<file path="src/rtl/fir_pkg.sv">
// -----------------------------------------------------------------------------
// fir_pkg
// Shared constants and the round-and-saturate helper used by the FIR output
// requantizer. This package has no ports.
//   SAMPLE_W / ACC_W   : output sample width / filter accumulator output width
//   SAT_MAX / SAT_MIN  : clipping limits of the requantized sample
//   round_sat()        : round-half-up right shift followed by saturation
// -----------------------------------------------------------------------------
package fir_pkg;

    localparam int SAMPLE_W = 8;
    localparam int ACC_W    = 16;
    localparam int SAT_MAX  = 127;
    localparam int SAT_MIN  = -128;

    // Requantized sample plus a flag telling whether saturation clipped it.
    typedef struct packed {
        logic                       clipped;
        logic signed [SAMPLE_W-1:0] value;
    } requant_t;

    // Adds half an LSB of the target scale, shifts arithmetically (floor), then
    // clips. One extra bit of headroom keeps y + 2^(shift-1) from wrapping.
    function automatic requant_t round_sat(input logic signed [ACC_W-1:0] y,
                                           input int                      shift);
        localparam logic signed [ACC_W:0] WIDE_MAX = (ACC_W + 1)'(SAT_MAX);
        localparam logic signed [ACC_W:0] WIDE_MIN = (ACC_W + 1)'(SAT_MIN);
        logic signed [ACC_W:0] ext;
        logic signed [ACC_W:0] rnd;
        logic signed [ACC_W:0] sum;
        logic signed [ACC_W:0] shifted;
        requant_t              res;

        ext = {y[ACC_W-1], y};
        rnd = (shift > 0) ? ((ACC_W + 1)'(1) << (shift - 1)) : '0;
        sum = ext + rnd;
        shifted = (shift > 0) ? (sum >>> shift) : ext;

        res.clipped = 1'b0;
        res.value   = shifted[SAMPLE_W-1:0];
        if (shifted > WIDE_MAX) begin
            res.clipped = 1'b1;
            res.value   = SAMPLE_W'(SAT_MAX);
        end else if (shifted < WIDE_MIN) begin
            res.clipped = 1'b1;
            res.value   = SAMPLE_W'(SAT_MIN);
        end
        return res;
    endfunction

endpackage

</file>
<file path="src/rtl/sync_fifo.sv">
// -----------------------------------------------------------------------------
// sync_fifo
// Single-clock FIFO with registered occupancy flags.
// Ports:
//   clk, reset         : clock, synchronous active-high reset
//   wr_en, wr_data     : write request; accepted when not full, or when full
//                        and a read is accepted in the same cycle
//   rd_en              : pop request; ignored while empty
//   rd_data            : head entry, forced to 0 while empty
//   full, empty        : registered status flags
// Parameters: WIDTH (entry width), DEPTH (entries, power of two >= 2).
// -----------------------------------------------------------------------------
module sync_fifo #(
    parameter int WIDTH = 8,
    parameter int DEPTH = 4
) (
    input  logic             clk,
    input  logic             reset,
    input  logic             wr_en,
    input  logic [WIDTH-1:0] wr_data,
    input  logic             rd_en,
    output logic [WIDTH-1:0] rd_data,
    output logic             full,
    output logic             empty
);

    localparam int AW = $clog2(DEPTH);
    localparam int CW = AW + 1;

    logic [WIDTH-1:0] mem_q [DEPTH];
    logic [AW-1:0]    wr_ptr_q, wr_ptr_d;
    logic [AW-1:0]    rd_ptr_q, rd_ptr_d;
    logic [CW-1:0]    count_q, count_d;
    logic             full_q, full_d;
    logic             empty_q, empty_d;
    logic             push;
    logic             pop;

    // NOTE: every signal driven here gets a default before any branch, so no
    // path leaves it unassigned and no latch is inferred.
    always_comb begin
        pop      = rd_en && !empty_q;
        push     = wr_en && (!full_q || pop);
        wr_ptr_d = wr_ptr_q;
        rd_ptr_d = rd_ptr_q;
        count_d  = count_q;

        // Pointers wrap naturally because DEPTH is a power of two.
        if (push) wr_ptr_d = wr_ptr_q + AW'(1);
        if (pop)  rd_ptr_d = rd_ptr_q + AW'(1);

        case ({push, pop})
            2'b10:   count_d = count_q + CW'(1);
            2'b01:   count_d = count_q - CW'(1);
            default: count_d = count_q;
        endcase

        full_d  = (count_d == CW'(DEPTH));
        empty_d = (count_d == '0);
    end

    // NOTE: state registers use non-blocking assignments so every flop samples
    // the pre-edge values regardless of statement order.
    always_ff @(posedge clk) begin
        if (reset) begin
            wr_ptr_q <= '0;
            rd_ptr_q <= '0;
            count_q  <= '0;
            full_q   <= 1'b0;
            empty_q  <= 1'b1;
        end else begin
            wr_ptr_q <= wr_ptr_d;
            rd_ptr_q <= rd_ptr_d;
            count_q  <= count_d;
            full_q   <= full_d;
            empty_q  <= empty_d;
        end
    end

    // NOTE: the storage array is deliberately not reset; stale entries are
    // unreachable once the pointers and count clear, and leaving it out keeps
    // the array mappable to plain RAM.
    always_ff @(posedge clk) begin
        if (push) mem_q[wr_ptr_q] <= wr_data;
    end

    assign rd_data = empty_q ? '0 : mem_q[rd_ptr_q];
    assign full    = full_q;
    assign empty   = empty_q;

endmodule

</file>
<file path="src/rtl/fir_out_requant.sv">
// -----------------------------------------------------------------------------
// fir_out_requant
// Decimates a FIR output stream by R, rounds/saturates each kept sample from
// 16 to 8 bits and buffers it in a small FIFO toward a ready/valid consumer.
// Ports:
//   clk, reset   : clock, synchronous active-high reset
//   y_in/y_valid : filter output sample (signed 16 bit); no backpressure
//   s_out        : FIFO head sample (signed 8 bit), 0 while empty
//   s_valid      : FIFO non-empty
//   s_ready      : consumer accepts s_out
//   overflow     : sticky, a kept sample was dropped because the FIFO was full
//   sat_count    : saturating count of clipped kept samples (only when the
//                  macro FIR_OUT_SAT_CNT_EN is defined)
// Parameters: R (1..16), SHIFT (0..8), DEPTH (power of two >= 2).
// -----------------------------------------------------------------------------
module fir_out_requant
    import fir_pkg::*;
#(
    parameter int R     = 2,
    parameter int SHIFT = 4,
    parameter int DEPTH = 4
) (
    input  logic                       clk,
    input  logic                       reset,
    input  logic signed [ACC_W-1:0]    y_in,
    input  logic                       y_valid,
    output logic signed [SAMPLE_W-1:0] s_out,
    output logic                       s_valid,
    input  logic                       s_ready,
    output logic                       overflow
`ifdef FIR_OUT_SAT_CNT_EN
    ,
    output logic [7:0]                 sat_count
`endif
);

    generate
        if (R < 1 || R > 16) begin : g_bad_r
            $error("fir_out_requant: R must be in 1..16");
        end
        if (SHIFT < 0 || SHIFT > 8) begin : g_bad_shift
            $error("fir_out_requant: SHIFT must be in 0..8");
        end
        if (DEPTH < 2 || (DEPTH & (DEPTH - 1)) != 0) begin : g_bad_depth
            $error("fir_out_requant: DEPTH must be a power of two >= 2");
        end
    endgenerate

    localparam int                DCNT_W   = (R > 1) ? $clog2(R) : 1;
    localparam logic [DCNT_W-1:0] DCNT_MAX = DCNT_W'(R - 1);

    logic [DCNT_W-1:0]    dcnt_q, dcnt_d;
    logic                 overflow_q, overflow_d;
    requant_t             rq;
    logic                 keep;
    logic                 drop;
    logic                 fifo_full;
    logic                 fifo_empty;
    logic [SAMPLE_W-1:0]  fifo_rd_data;

    always_comb begin
        rq     = round_sat(y_in, SHIFT);
        keep   = y_valid && (dcnt_q == '0);
        dcnt_d = dcnt_q;
        if (y_valid) begin
            dcnt_d = (dcnt_q == DCNT_MAX) ? '0 : dcnt_q + DCNT_W'(1);
        end
        // Full implies non-empty, so s_ready alone decides whether the head
        // leaves this cycle and makes room for the kept sample.
        drop       = keep && fifo_full && !s_ready;
        overflow_d = overflow_q || drop;
    end

    always_ff @(posedge clk) begin
        if (reset) begin
            dcnt_q     <= '0;
            overflow_q <= 1'b0;
        end else begin
            dcnt_q     <= dcnt_d;
            overflow_q <= overflow_d;
        end
    end

    sync_fifo #(
        .WIDTH (SAMPLE_W),
        .DEPTH (DEPTH)
    ) u_fifo (
        .clk     (clk),
        .reset   (reset),
        .wr_en   (keep),
        .wr_data (rq.value),
        .rd_en   (s_ready),
        .rd_data (fifo_rd_data),
        .full    (fifo_full),
        .empty   (fifo_empty)
    );

    assign s_out    = fifo_rd_data;
    assign s_valid  = !fifo_empty;
    assign overflow = overflow_q;

`ifdef FIR_OUT_SAT_CNT_EN
    logic [7:0] sat_count_q, sat_count_d;

    // Counts clipping at the point of keeping, so dropped samples count too.
    always_comb begin
        sat_count_d = sat_count_q;
        if (keep && rq.clipped && sat_count_q != 8'hFF) begin
            sat_count_d = sat_count_q + 8'd1;
        end
    end

    always_ff @(posedge clk) begin
        if (reset) sat_count_q <= '0;
        else       sat_count_q <= sat_count_d;
    end

    assign sat_count = sat_count_q;
`else
    logic rq_clipped_unused;
    assign rq_clipped_unused = rq.clipped;
`endif

endmodule

</file>
<file path="config.mk">
export PLATFORM = sky130hd
export DESIGN_NAME = fir_out_requant
export DESIGN_NICKNAME = d
export VERILOG_FILES = /design/src/rtl/fir_pkg.sv /design/src/rtl/sync_fifo.sv /design/src/rtl/fir_out_requant.sv
export SDC_FILE = /design/constraint.sdc
export NUM_CORES = 1
export LEC_CHECK = 0
export CAP_MARGIN = 20
export CORE_UTILIZATION = 54
export DETAILED_ROUTE_END_ITERATION = 8
export GPL_ROUTABILITY_DRIVEN = 0
export PLACE_DENSITY_LB_ADDON = 0.12
export SLEW_MARGIN = 5
export SYNTH_ARGS = -nofsm -noshare
export SYNTH_HDL_FRONTEND = slang
export SYNTH_SLANG_ARGS = --single-unit
</file>
<file path="constraint.sdc">
create_clock -name clk -period 3.12 [get_ports clk]
set_input_delay 0.624 -clock clk [delete_from_list [all_inputs] [get_ports clk]]
set_output_delay 0.624 -clock clk [all_outputs]
set_load 0.01 [all_outputs]
</file>
After elaboration in Yosys (flattened, before gate mapping)
Memory sizes are Yosys's and may differ from the RTL's. A register that Yosys moved wholly into a read port is not among the register bits.
Cells that the tools add are included.

storage, ports and cells
  register bits = 11
  RAM bits = 32
  bits of input ports = 20
  logic and storage cells = 40
  memories = 1

cells by class
  add/subtract/negate cells = 6
  magnitude comparators = 2
  equality and inequality tests = 3
  mux-type cells = 9
  bitwise logic cells = 1
  reduce and logical (&&, ||, !) cells = 11

memory list
  name          words  width  read ports  clocked after Yosys merged registers in  wr ports  line             text
  u_fifo.mem_q  4      8      1           1                                        1         sync_fifo.sv:30  logic [WIDTH-1:0] mem_q [DEPTH];

operator list
  kind                                                                               number
  8-bit 2-to-1 mux                                                                   3
  16-bit by 5-bit adder with 17-bit output (second input constant)                   1
  13-bit by 8-bit greater-than comparator with 1-bit output (second input constant)  1
  13-bit by 8-bit less-than comparator with 1-bit output (second input constant)     1
  3-bit case mux with 2 select lines                                                 1
  1-bit logical AND                                                                  5
  2-bit by 1-bit adder with 2-bit output (second input constant)                     2
  2-bit 2-to-1 mux                                                                   2
  3-bit by 1-bit adder with 3-bit output (second input constant)                     1
  3-bit == test (second input constant)                                              1
  1-bit logical NOT                                                                  3
  3-bit logical NOT                                                                  1
  1-bit 2-to-1 mux                                                                   3
  3-bit by 1-bit subtractor with 3-bit output (second input constant)                1
  2-bit by 1-bit == test with 1-bit output (second input constant)                   1
  2-bit == test (second input constant)                                              1
  1-bit logical OR                                                                   2
  1-bit adder (second input constant)                                                1
  1-bit NOT                                                                          1

Depth between registers and ports, before layout
Gate-level depths: netlist of the first run.

  depth after elaboration = 7
  depth in mapped cells = 12
  gate-level depth less buffers = 12

By module
Synthesis of the first run repeated with hierarchy kept, for this count alone.

unflattened totals
  cell total of the unflattened synthesis = 178
  area total of the unflattened synthesis = 2307.2 um2

modules (own cells, without submodules)
  module           times used  cells an instance  area an instance (um2)
  sync_fifo        1           107                1773.0
  fir_out_requant  1           71                 534.3

Worst setup path after synthesis of the first run
Ideal clock, no wire load.

  path type = input -> register
  start = input port s_ready
  end = register u_fifo.empty_q, in the netlist u_fifo.empty
  setup time = 0.122 ns
  data arrival time = 2.273 ns
  required time = 2.998 ns
  path slack = 0.726 ns
  cell stages on the path = 11
  path through = and2b_1 nor2b_1 nor3b_2 inv_1 ha_1 inv_1 fa_1 nand2_1 nor2_1 a31oi_1 a21oi_1

on the way
  word-level cells in the longest chain between the ends = 6

RTL lines
  item                                                                              line                   text
  start: declaration                                                                fir_out_requant.sv:29  input logic s_ready,
  1-bit logical AND (*)                                                             sync_fifo.sv:42        pop = rd_en && !empty_q;
  1-bit logical OR                                                                  sync_fifo.sv:43        push = wr_en && (!full_q || pop);
  1-bit logical AND                                                                 sync_fifo.sv:43
  2-bit by 1-bit == test with 1-bit output / 2-bit == test (equally long branches)  sync_fifo.sv:52        case ({push, pop})
  3-bit case mux with 2 select lines (*)                                            sync_fifo.sv:52
  3-bit logical NOT (*)                                                             sync_fifo.sv:59        empty_d = (count_d == '0);
  end signal: assignment                                                            sync_fifo.sv:76        empty_q <= empty_d;
  end: declaration                                                                  sync_fifo.sv:35        logic empty_q, empty_d;

Every way passes the cells marked *; elsewhere a longest branch is shown, timed or not.
A chain may end at the register's enable or synchronous reset.

==> flow_metrics.env, run 1 <==
export IMPL_powerDensity_nw_per_um2=597
export IMPL_async_flop_share_pct=0
export IMPL_numPlacedInstances=243
export IMPL_cpMaxStageDelayCell="dfxtp_1"
export IMPL_swShare_pct=26.3
export IMPL_tightest_slew_ps=544
export IMPL_slew_headroom_pct=63.7
export IMPL_wl_per_cell_microns=15.0
export IMPL_p_comb_share_pct=26.5
export IMPL_r2r_setup_slack_ps=800
export IMPL_leakage_uw=0.000904
export IMPL_netlist_area_sq_um=2230
export IMPL_p_sw_uw=415
export IMPL_hold_path_endpoint="overflow$_SDFF_PP0_"
export IMPL_vias=1364
export IMPL_dieArea_sq_um=4400
export IMPL_synth_flop_cell="edfxtp_1"
export IMPL_syn_to_final_growth_pct=18.3
export IMPL_intPower_uw=1160
export IMPL_syn_nets=197
export IMPL_synth_edff_count=32
export IMPL_path_buf_inv=1
export IMPL_hold_path_cell_count=2
export IMPL_cts_tree="yes"
export IMPL_coreArea_sq_um=3970
export IMPL_post_route_period_util_pct=90.0
export IMPL_hpwl_mm=2.83
export IMPL_finalHoldViolations=0
export IMPL_ys_warn_count=0
export IMPL_htreeDepth=2
export IMPL_setup_ws_ps=312
export IMPL_fin_tns_setup_ps=0
export IMPL_ys_top_cells_by_area="edfxtp_1 (43%), dfxtp_1 (12%), mux4_2 (8.1%)"
export IMPL_start_kind="flop"
export IMPL_preCtsSetupSlack_ps=138
export IMPL_yosysTopAreaCell="edfxtp_1"
export IMPL_hold_class="reg -> reg"
export IMPL_drtAntennaViolNets=0
export IMPL_rows=23
export IMPL_cts_sinks=45
export IMPL_die_width_microns=66.3
export IMPL_initial_core_util_pct=56.2
export IMPL_endpoint_kind="output port"
export IMPL_antenna_found_initial=0
export IMPL_first_pass_iters=6
export IMPL_arrival_ps=2180
export IMPL_min_period_ps=2810
export IMPL_worstPathRequired_ps=2500
export IMPL_avgViaCountPerCell=5.43
export IMPL_slowest_delay_ps=670
export IMPL_antenna_cells=0
export IMPL_first_iter_violations=33
export IMPL_rsz0062_at_grt="no"
export IMPL_pwr_share_seq_pct=47.5
export IMPL_fmax_ghz=0.356
export IMPL_layout_drive_gt1_share_pct=14.9
export IMPL_cts_root_buf="clkbuf_8"
export IMPL_grt_start_max_net_pins=14
export IMPL_cp_cell_sequence="mux4_2 -> and2_1 -> clkdlybuf4s50_1"
export IMPL_ys_seq_area_share_pct=54.7
export IMPL_crit_family="flip-flops"
export IMPL_grtUsageTotal_pct=19.8
export IMPL_status="finished with violations"
export IMPL_path_clk_slew_ps=80
export IMPL_ios=30
export IMPL_grt_pass1_vias=1385
export IMPL_clockPowerShare_pct=26.0
export IMPL_clock_latency_ps=290
export IMPL_syn_instance_count=170
export IMPL_post_cts_buffers=0
export IMPL_cts_buffers=5
export IMPL_final_nets=227
export IMPL_crit_fanout=8
export IMPL_grt_pass1_wl_mm=6.18
export IMPL_netlist_area_leader_share_pct=43.0
export IMPL_min_from="overflow$_SDFF_PP0_"
export IMPL_ctsHoldBuffers=0
export IMPL_reg2regPathDepth=11
export IMPL_cap_viol_max_count=0
export IMPL_fillers=281
export IMPL_routed_wirelength_mm=3.77
export IMPL_cts_resized=0
export IMPL_path_class="reg -> out"
export IMPL_final_cells=251
export IMPL_clock_skew_ps=5.13
export IMPL_drc=1
export IMPL_rr_startpoint="u_fifo.empty$_SDFF_PP1_"
export IMPL_drv_slew=0
export IMPL_cts_path_max_buffers=2
export IMPL_synth_ff_latch_count=45
export IMPL_ir_drop_mv=0.284
export IMPL_die_y_microns=66.3
export IMPL_avgSynthCellArea_sq_um=13.1
export IMPL_finalSetupViolCount=0
export IMPL_io_buffers=26
export IMPL_synth_cell_type_count=42
export IMPL_violations="design-rule violations"
export IMPL_grt_ovfl_total=0
export IMPL_worstReg2RegEnd="u_fifo.empty$_SDFF_PP1_"
[how the worst max path moves through the flow]
stage,from,endpoint,cells past startpoint
global placement,s_ready,u_fifo.empty$_SDFF_PP1_,12
finish,flop,s_out[4],3
floorplan,s_ready,u_fifo.empty$_SDFF_PP1_,11
global route,flop,s_out[4],3
CTS,flop,s_out[0],3
detailed placement,s_ready,u_fifo.empty$_SDFF_PP1_,12
[cell usage after synthesis, types with 2 or more instances]
cell type and count:
nand2_1 7, a21oi_2 5, o31a_1 6, ha_1 6
clkbuf_1 2, nand3_1 4, a21oi_1 2, xnor2_1 6
mux4_2 8, nor3_1 3, nor2_1 17, xor2_1 7
edfxtp_1 32, inv_1 10, dfxtp_1 13, mux2i_1 3
and3_1 2, buf_6 2, and2_1 12
[flip-flops by register name, summed over array words and instances (netlist names), named ones only]
register,flops
u_fifo.empty,1
u_fifo.rd_ptr_q,2
dcnt_q,1
u_fifo.count_q,3
u_fifo.wr_ptr_q,2
u_fifo.full,1
u_fifo.mem_q,32
overflow,1
[area by class of cell]
cell class	instances	area (sq um)	share of cell area [%]
Sequential cell	45	1220	46.2
Clock buffer	6	72.6	2.75
Multi-Input combinational cell	110	938	35.5
Tap cell	50	62.6	2.37
Timing Repair Buffer	28	275	10.4
Clock inverter	2	33.8	1.28
Inverter	10	37.5	1.42
[power groups by stage]
stage / combinational, uW / clock (uW) / sequential, uW
finish: 417 / 410 / 750
global route: 457 / 440 / 760
CTS: 421 / 418 / 752
detailed placement: 414 / 0 / 764
global placement: 391 / 0 / 760
floorplan: 277 / 0 / 738
[cells by family (layout without fill, tap and decap cells)]
kind of cell / after synthesis / in the layout / share of synthesized area [%]
flip-flops: 45 / 45 / 54.7
XOR/XNOR: 14 / 14 / 5.83
buffers and inverters: 15 / 46 / 3.25
multiplexers: 11 / 11 / 9.42
adder cells (fa/ha/maj): 7 / 7 / 4.26
AND/OR/NAND/NOR: 59 / 59 / 15.0
AO/OA/AOI/OAI: 19 / 19 / 7.51
[metrics by stage]
stage / instance area, sq um / power [uW] / utilization (%) / hold WS [ps]
global route: 2640 / 1660 / 66.5 / 545
global placement: 2530 / 1150 / 63.8 / 448
floorplan: 2230 / 1020 / - / 459
CTS: 2640 / 1590 / 66.5 / 496
detailed placement: 2530 / 1180 / 63.8 / 477
finish: 2640 / 1580 / 66.5 / 495
[cell usage in the layout, fill, tap and decap left out, types with 2 or more instances in the layout]
master            n
edfxtp_1         32
nor2_1           17
nand2_1           7
nand3_1           4
mux2i_1           3
nor3_1            3
buf_4             2
clkdlybuf4s50_1  26
xnor2_1           6
and3_1            2
a21oi_2           5
dfxtp_1          13
and2_1           12
o31a_1            6
ha_1              6
a21oi_1           2
inv_1            10
clkbuf_8          5
mux4_2            8
xor2_1            7
[per-layer routing]
layer	part of all wire, %	vias to the layer above	wire, microns	track usage [%]
met4	2.2	0	84	8.51
met3	4.3	8	164	3.79
met5	0	-	0	0
li1	-	680	-	-
met1	38	633	1420	20.4
met2	56	43	2100	38.0
[tightest hold or removal path, stage by stage (launching register included)]
cell	delay, ps
dfxtp_1	330
nor2_1	50
nor2_1	80
Note: power is estimated with default switching activity, not from simulation.
==> inputs of run 2 (changes only) <==
Settings changed: ABC_AREA from default to 1, CORE_MARGIN from default to 3, GPL_ROUTABILITY_DRIVEN 0 to default.
==> run 2 against run 1 <==
The flow now finishes without violations; clock-buffer cell count increased by 1; area after synthesis increased by 1.7%; critical path depth increased by 1; first-iteration DRC count increased to 4.2 times the previous value; utilization increased by 4.3 points; total power increased by 3.1%; critical path type unchanged; largest power group unchanged.
==> flow_metrics.env, run 2 <==
export IMPL_antenna_cells=0
export IMPL_ios=30
export IMPL_path_clk_slew_ps=80
export IMPL_die_width_microns=70.9
export IMPL_powerDensity_nw_per_um2=596
export IMPL_clock_skew_ps=6.32
export IMPL_leakage_uw=0.00111
export IMPL_arrival_ps=2090
export IMPL_post_route_period_util_pct=86.9
export IMPL_worstPathRequired_ps=2500
export IMPL_cts_tree="yes"
export IMPL_yosysMostFrequentCell="nor2_1"
export IMPL_syn_instance_count=256
export IMPL_setup_ws_ps=409
export IMPL_fin_tns_setup_ps=0
export IMPL_clock_latency_ps=290
export IMPL_slew_headroom_pct=61.1
export IMPL_ctsHoldBuffers=0
export IMPL_start_kind="flop"
export IMPL_syn_nets=283
export IMPL_first_iter_violations=137
export IMPL_antenna_found_initial=0
export IMPL_hpwl_mm=2.80
export IMPL_io_buffers=26
export IMPL_grt_pass1_vias=1497
export IMPL_netlist_area_sq_um=2270
export IMPL_drv_slew=0
export IMPL_largest_reg_flops=32
export IMPL_path_class="reg -> out"
export IMPL_coreArea_sq_um=3850
export IMPL_synth_ff_latch_count=45
export IMPL_preCtsSetupSlack_ps=209
export IMPL_grt_pass1_wl_mm=6.44
export IMPL_numPlacedInstances=331
export IMPL_endpoint_kind="output port"
export IMPL_netlist_area_leader_share_pct=42.3
export IMPL_grt_start_max_net_pins=18
export IMPL_die_y_microns=70.9
export IMPL_tightest_slew_ps=583
export IMPL_synth_commonest_cells="nor2_1 (57), nand2_1 (40), edfxtp_1 (32), inv_1 (30), o21ai_0 (19)"
export IMPL_cpMaxStageDelayCell="dfxtp_1"
export IMPL_final_nets=317
export IMPL_top_register="u_fifo.mem_q"
export IMPL_final_util_pct=70.8
export IMPL_htreeDepth=2
export IMPL_fmax_ghz=0.369
export IMPL_yosysTopAreaCell="edfxtp_1"
export IMPL_wl_per_cell_microns=11.1
export IMPL_grt_ovfl_total=0
export IMPL_cts_path_max_buffers=2
export IMPL_vias=1642
export IMPL_hold_path_cell_count=2
export IMPL_ys_warn_count=0
export IMPL_first_pass_iters=4
export IMPL_finalSetupViolCount=0
export IMPL_synth_flop_cell="edfxtp_1"
export IMPL_hold_worst_slack_ps=466
export IMPL_slowest_delay_ps=700
export IMPL_ys_seq_area_share_pct=53.8
export IMPL_cp_depth=4
export IMPL_crit_fanout=17
export IMPL_drc=0
export IMPL_layout_drive_gt1_share_pct=12.4
export IMPL_cts_buffers=5
export IMPL_finalHoldViolations=0
export IMPL_final_cell_mix="nor2_1 (57), nand2_1 (40), edfxtp_1 (32), inv_1 (30), clkdlybuf4s50_1 (26)"
export IMPL_hold_class="reg -> reg"
export IMPL_grtUsageTotal_pct=16.4
export IMPL_avgViaCountPerCell=4.84
export IMPL_avgSynthCellArea_sq_um=8.87
export IMPL_min_period_ps=2710
export IMPL_rsz0062_at_grt="no"
export IMPL_final_cells=339
export IMPL_cts_resized=0
export IMPL_final_common_cell="nor2_1"
export IMPL_crit_family="buffers and inverters"
export IMPL_status="completed"
export IMPL_rows=22
export IMPL_drtAntennaViolNets=0
export IMPL_reg_top3="u_fifo.mem_q (32), u_fifo.count_q (3)"
export IMPL_post_cts_buffers=0
export IMPL_ir_drop_mv=0.598
export IMPL_synth_edff_count=32
export IMPL_path_buf_inv=2
export IMPL_initial_core_util_pct=58.9
export IMPL_async_flop_share_pct=0
export IMPL_cp_cell_sequence="inv_2 -> o21ai_0 -> a21oi_1 -> clkdlybuf4s50_1"
export IMPL_cts_root_buf="clkbuf_8"
export IMPL_cap_viol_max_count=0
export IMPL_cts_sinks=45
export IMPL_ys_top_cells_by_area="edfxtp_1 (42%), dfxtp_1 (11%), nor2_1 (9.4%)"
export IMPL_reg2regPathDepth=15
export IMPL_dieArea_sq_um=5020
export IMPL_gp_congestion=0.870
export IMPL_routed_wirelength_mm=3.75
export IMPL_syn_to_final_growth_pct=20.2
export IMPL_synth_cell_type_count=24
[run 2: routing by layer]
metal | track usage, % | vias to the layer above | wire (microns)
met5 | 0 | - | 0
met4 | 7.72 | 0 | 68
met3 | 3.98 | 7 | 183
met2 | 27.0 | 37 | 1800
met1 | 20.4 | 706 | 1700
li1 | - | 892 | -
[run 2: cell type report]
| cell class | count | area [sq um] |
|---|---|---|
| flip-flops and latches | 45 | 1220 |
| fillers | 313 | 1120 |
| multi-input cells | 175 | 911 |
| repair buffers | 32 | 305 |
| inverters | 31 | 116 |
| clock buffers | 7 | 86.3 |
| well taps | 48 | 60.1 |
| clock inverters | 1 | 30.0 |
[run 2: path summary, 6_finish.rpt]
path                            slack [ps]                    start                 endpoint
worst min register to register         470      dcnt_q$_SDFFE_PP0P_      dcnt_q$_SDFFE_PP0P_
worst max-delay path                   410                     flop                 s_out[1]
worst min-delay path                   470      dcnt_q$_SDFFE_PP0P_      dcnt_q$_SDFFE_PP0P_
worst max register to register         830  u_fifo.empty$_SDFF_PP1_  u_fifo.empty$_SDFF_PP1_
[run 2: metrics by stage]
stage	power, uW	instance area [sq um]
floorplan	1020	2270
global placement	1190	2610
detailed placement	1200	2610
CTS	1640	2730
global route	1730	2730
finish	1630	2730
[run 2: where the power goes]
part	leakage, uW	switching [uW]	internal, uW
registers	0.000396	34.7	704
clock network	0.0000585	178	261
logic	0.000658	246	203
total	0.00111	459	1170
[run 2: logic make-up after synthesis]
family	count (synthesis)	share of synthesized area, %
and+or+nand+nor	127	25.3
DFF	45	53.8
buffers and inverters	36	6.12
AOI/OAI and AO/OA	35	8.26
adders and majority gates	7	4.19
xor gates and xnor gates	6	2.31
[run 2: tightest hold or removal path, cell delays in order (launching register included)]
cell and delay [ps]:
dfxtp_1 310, nand2_1 60, a21oi_1 50
